==> src/rtl/mem_arbiter.sv <==
// -----------------------------------------------------------------------------
// mem_arbiter
//
// Shares the single memory controller between the CPU instruction-fetch port
// (f_*) and the load/store port (d_*). One request is captured at a time,
// presented to memctrl for one cycle, then the arbiter waits for memctrl's
// ready and routes it back to the port that won. Ties alternate round-robin.
//
// Ports:
//   clk, rst          clock, synchronous active-high reset
//   f_en/f_cmd/f_ad/f_din   fetch request (held until f_ready)
//   f_ready, f_dout         fetch completion pulse and read data
//   d_en/d_cmd/d_ad/d_din   data request (held until d_ready)
//   d_ready, d_dout         data completion pulse and read data
//   mem_en                  one-cycle request strobe to memctrl
//   mem_cmd/mem_ad/mem_din  latched command, address and write data
//   mem_ready, mem_dout     memctrl completion pulse and read data
//   gnt                     current owner: 00 none, 01 fetch, 10 data
// -----------------------------------------------------------------------------
module mem_arbiter #(
  parameter int AW = 32,
  parameter int DW = 32
) (
  input  logic          clk,
  input  logic          rst,
  input  logic          f_en,
  input  logic [2:0]    f_cmd,
  input  logic [AW-1:0] f_ad,
  input  logic [DW-1:0] f_din,
  output logic          f_ready,
  output logic [DW-1:0] f_dout,
  input  logic          d_en,
  input  logic [2:0]    d_cmd,
  input  logic [AW-1:0] d_ad,
  input  logic [DW-1:0] d_din,
  output logic          d_ready,
  output logic [DW-1:0] d_dout,
  output logic          mem_en,
  output logic [2:0]    mem_cmd,
  output logic [AW-1:0] mem_ad,
  output logic [DW-1:0] mem_din,
  input  logic          mem_ready,
  input  logic [DW-1:0] mem_dout,
  output logic [1:0]    gnt
);

  typedef enum logic [1:0] {
    IDLE  = 2'd0,
    ISSUE = 2'd1,
    WAIT  = 2'd2
  } state_t;

  state_t        state, state_next;
  logic          last_data, last_data_next;
  logic [1:0]    gnt_next;
  logic [2:0]    cmd_next;
  logic [AW-1:0] ad_next;
  logic [DW-1:0] din_next;
  logic          pick_data;

  // Read data is broadcast to both ports; only the ready pulses are steered.
  assign f_dout = mem_dout;
  assign d_dout = mem_dout;

  // Data wins when it is the only requester, or on a tie when fetch was the
  // last owner. last_data resets to 0 so data takes the first tie.
  assign pick_data = d_en && (!f_en || !last_data);

  // State register and latched request; the latch only loads in IDLE, so a
  // requester changing its inputs mid-transaction has no effect.
  always_ff @(posedge clk) begin
    if (rst) begin
      state     <= IDLE;
      last_data <= 1'b0;
      gnt       <= 2'b00;
      mem_cmd   <= '0;
      mem_ad    <= '0;
      mem_din   <= '0;
    end else begin
      state     <= state_next;
      last_data <= last_data_next;
      gnt       <= gnt_next;
      mem_cmd   <= cmd_next;
      mem_ad    <= ad_next;
      mem_din   <= din_next;
    end
  end

  // Next-state and output decode. Ready is gated by rst so a memctrl pulse
  // arriving in the reset cycle of an abandoned transaction is not forwarded.
  always_comb begin
    state_next     = state;
    last_data_next = last_data;
    gnt_next       = gnt;
    cmd_next       = mem_cmd;
    ad_next        = mem_ad;
    din_next       = mem_din;
    mem_en         = 1'b0;
    f_ready        = 1'b0;
    d_ready        = 1'b0;

    case (state)
      IDLE: begin
        if (pick_data) begin
          gnt_next   = 2'b10;
          cmd_next   = d_cmd;
          ad_next    = d_ad;
          din_next   = d_din;
          state_next = ISSUE;
        end else if (f_en) begin
          gnt_next   = 2'b01;
          cmd_next   = f_cmd;
          ad_next    = f_ad;
          din_next   = f_din;
          state_next = ISSUE;
        end
      end
      ISSUE: begin
        mem_en     = 1'b1;
        state_next = WAIT;
      end
      WAIT: begin
        if (mem_ready) begin
          f_ready        = gnt[0] && !rst;
          d_ready        = gnt[1] && !rst;
          last_data_next = gnt[1];
          gnt_next       = 2'b00;
          state_next     = IDLE;
        end
      end
      default: begin
        state_next = IDLE;
        gnt_next   = 2'b00;
      end
    endcase
  end

endmodule

==> config.mk <==
export PLATFORM = sky130hd
export DESIGN_NAME = mem_arbiter
export DESIGN_NICKNAME = d
export VERILOG_FILES = /design/src/rtl/mem_arbiter.sv
export SDC_FILE = /design/constraint.sdc
export NUM_CORES = 1
export LEC_CHECK = 0
export ABC_CLOCK_PERIOD_IN_PS = 2000
export BUFFER_PORTS_ARGS = -buffer_cell sky130_fd_sc_hd__buf_2
export CAP_MARGIN = 15
export CORE_AREA = 2 2 120 122
export DETAILED_ROUTE_END_ITERATION = 12
export DIE_AREA = 0 0 122 124
export SYNTH_ARGS = -nofsm -noshare
export SYNTH_HDL_FRONTEND = slang
export SYNTH_SLANG_ARGS = --single-unit
==> constraint.sdc <==
create_clock -name clk -period 2 [get_ports clk]
set_input_delay 0.4 -clock clk [delete_from_list [all_inputs] [get_ports clk]]
set_output_delay 0.4 -clock clk [all_outputs]
set_load 0.02 [all_outputs]
==> results.sh <==
export IMPL_top_level_ports=307
export IMPL_clock_latency_ns=0.33
export IMPL_std_cell_rows=43
export IMPL_start_util_pct=28.0
export IMPL_reg2reg_depth=4
export IMPL_fillCellCount=1466
export IMPL_synth_nets=644
export IMPL_criticalPathCategory="reg2out"
export IMPL_ir_worst_vdd_v=0.000350
export IMPL_tns_ns=0
export IMPL_postCtsHoldBufs=0
export IMPL_final_nets=764
export IMPL_slew_viol_final=0
export IMPL_vias_per_cell=5.01
export IMPL_p_leak_nw=2.26
export IMPL_numCtsBuffers=9
export IMPL_wl_per_cell_um=15.0
export IMPL_crit_fanout=6
export IMPL_cts_buffer_depth=2
export IMPL_firstDrtPassIters=4
export IMPL_antenna_left=0
export IMPL_grt_max_degree=69
export IMPL_hp_start="d_din[5]"
export IMPL_syn_avg_cell_area_um2=8.13
export IMPL_regToRegStartpoint="state[1]"
export IMPL_fmax_mhz=557
export IMPL_relSlewSlack_pct=66.7
export IMPL_final_util_pct=35.4
export IMPL_area_growth_pct=26.2
export IMPL_place_ws_ns=0.263
export IMPL_mostFrequentLayoutCell="buf_2"
export IMPL_num_antenna_cells=0
export IMPL_die_h_um=124
export IMPL_core_um2=13700
export IMPL_grt_setup_unrepaired="false"
export IMPL_synth_area_um2=3840
export IMPL_finalSetupViolCount=0
export IMPL_die_area_um2=15100
export IMPL_end_kind="output pin"
export IMPL_drc=0
export IMPL_multi_input_area_um2=1700
export IMPL_synth_seq_cells=72
export IMPL_dr_first_iter_drc_count=140
export IMPL_r2r_setup_slack_ns=0.57
export IMPL_gp_congestion=0.723
export IMPL_finalCritPeriodShare_pct=89.8
export IMPL_drive_gt1_share_pct=43.6
export IMPL_hold_end="mem_din[5]"
export IMPL_port_buffers=210
export IMPL_synthCells=473
export IMPL_clock_sinks=72
export IMPL_regArea_um2=1440
export IMPL_p_per_area_nw_per_um2=944
export IMPL_grt_pass1_vias=3681
export IMPL_finalNonFillerCells=778
export IMPL_worstHoldPathType="in2reg"
export IMPL_clk_pin_slew_ns=0.06
export IMPL_ys_types=29
export IMPL_r2r_end="mem_din[24]"
export IMPL_wl_mm=11.7
export IMPL_cp_required_ns=1.60
export IMPL_cp_start_kind="register"
export IMPL_antenna_found_initial=0
export IMPL_status="finished clean"
export IMPL_cts_resized=0
export IMPL_cts_max_level=3
export IMPL_worst_pin_slew_ns=0.500
export IMPL_grt_pass1_wl_mm=17.6
export IMPL_cts_setup_buffers=0
export IMPL_placed_cells=762
export IMPL_setup_slack_ns=0.204
export IMPL_grt_use_total_pct=14.7
export IMPL_cts_tree="yes"
export IMPL_hpwl_mm=8.13
export IMPL_final_cell_mix="buf_2, nand2_1, dfxtp_1, a21oi_1, a311oi_1"
export IMPL_min_period_ns=1.80
export IMPL_overflow=0
export IMPL_final_hold_violation_count=0
export IMPL_hold_path_depth=3
export IMPL_yosysSeqAreaShare_pct=37.5
export IMPL_cts_root_buf="clkbuf_16"
export IMPL_maxCapViolCount=0
export IMPL_vias=3894
export IMPL_finClkSkew_ns=0.00394
export IMPL_die_w_um=122
export IMPL_yosysWarningCount=0
export IMPL_cp_arrival_ns=1.40
-- routing by layer --
| metal | wire, um | vias up | global-route usage, % |
|---|---|---|---|
| met4 | 268 | 0 | 7.33 |
| met2 | 5830 | 220 | 26.0 |
| met1 | 4540 | 1802 | 16.5 |
| met3 | 1020 | 18 | 3.62 |
| li1 | - | 1854 | - |
| met5 | 0 | - | 0 |
-- cell families (layout without fill, tap and decap cells) --
| group | count (synthesis) | in the layout | share of synthesized area [%] |
|---|---|---|---|
| DFF | 72 | 72 | 37.5 |
| muxes | 1 | 1 | 0.260 |
| buffers and inverters | 112 | 237 | 18.6 |
| and+or+nand+nor | 146 | 146 | 15.0 |
| AOI/OAI and AO/OA | 142 | 142 | 28.7 |
-- how the worst max path moves through the flow --
stage,startpoint,endpoint,cells after the start
after global placement,f_en,mem_din[6],5
final,state[0],d_ready,3
after global routing,state[1],f_ready,3
after detailed placement,f_en,mem_din[30],5
after floorplan,rst,f_ready,2
after CTS,state[0],d_ready,3
-- through the flow --
step                hold slack (ns)  instance area (um^2)  total power, mW
global route                  0.323                  4850             4.82
finish                        0.327                  4850             4.58
detailed placement            0.511                  4530             2.89
floorplan                     0.509                  3840             2.66
CTS                           0.306                  4850             4.65
global placement              0.500                  4530             2.87
-- registers in the layout (all words and copies together) (netlist names) --
register	flops
gnt	2
mem_ad	32
mem_cmd	3
last_data	1
mem_din	32
state	2
-- worst max-delay path, cell delays in order, from the launching register on --
cell      delay, ns
dfxtp_1        0.36
nand3b_1       0.24
nor3_1         0.24
buf_2          0.22
-- power by group --
part | switching [mW] | internal (mW) | leakage (nW)
clock | 0.635 | 1.09 | 0.156
sequential | 0.0965 | 1.61 | 0.598
combinational | 0.701 | 0.444 | 1.51
-- area by class of cell --
type | count | share of cell area (%)
multi-input combinational | 289 | 35.1
sequential | 72 | 29.7
timing repair buffer | 219 | 23.8
clock buffer | 9 | 4.64
tap | 180 | 4.64
clock inverter | 7 | 1.96
inverter | 2 | 0.155
-- synthesized netlist by cell type --
master / n / area [um^2]
clkbuf_2: 1 / 5.00
o21bai_1: 1 / 7.51
a31o_2: 1 / 8.76
and2_1: 1 / 6.26
nor3_1: 1 / 5.00
a211oi_1: 1 / 7.51
buf_6: 4 / 45.0
inv_1: 2 / 7.51
nand2b_1: 1 / 6.26
mux2i_1: 1 / 10.0
a31oi_1: 1 / 6.26
or2_1: 1 / 6.26
nor2_1: 1 / 3.75
buf_2: 12 / 60.1
nand2_1: 135 / 507
nand3b_1: 1 / 7.51
a21bo_2: 1 / 10.0
or3b_2: 1 / 8.76
or3_1: 1 / 6.26
a21oi_1: 69 / 345
buf_4: 66 / 495
a311oi_1: 48 / 420
nor2_2: 1 / 6.26
a21boi_2: 1 / 11.3
a311oi_2: 19 / 285
nor2b_1: 1 / 6.26
nor3b_1: 1 / 7.51
clkbuf_1: 27 / 101
dfxtp_1: 72 / 1440
Power figures use the tool's default switching activity.
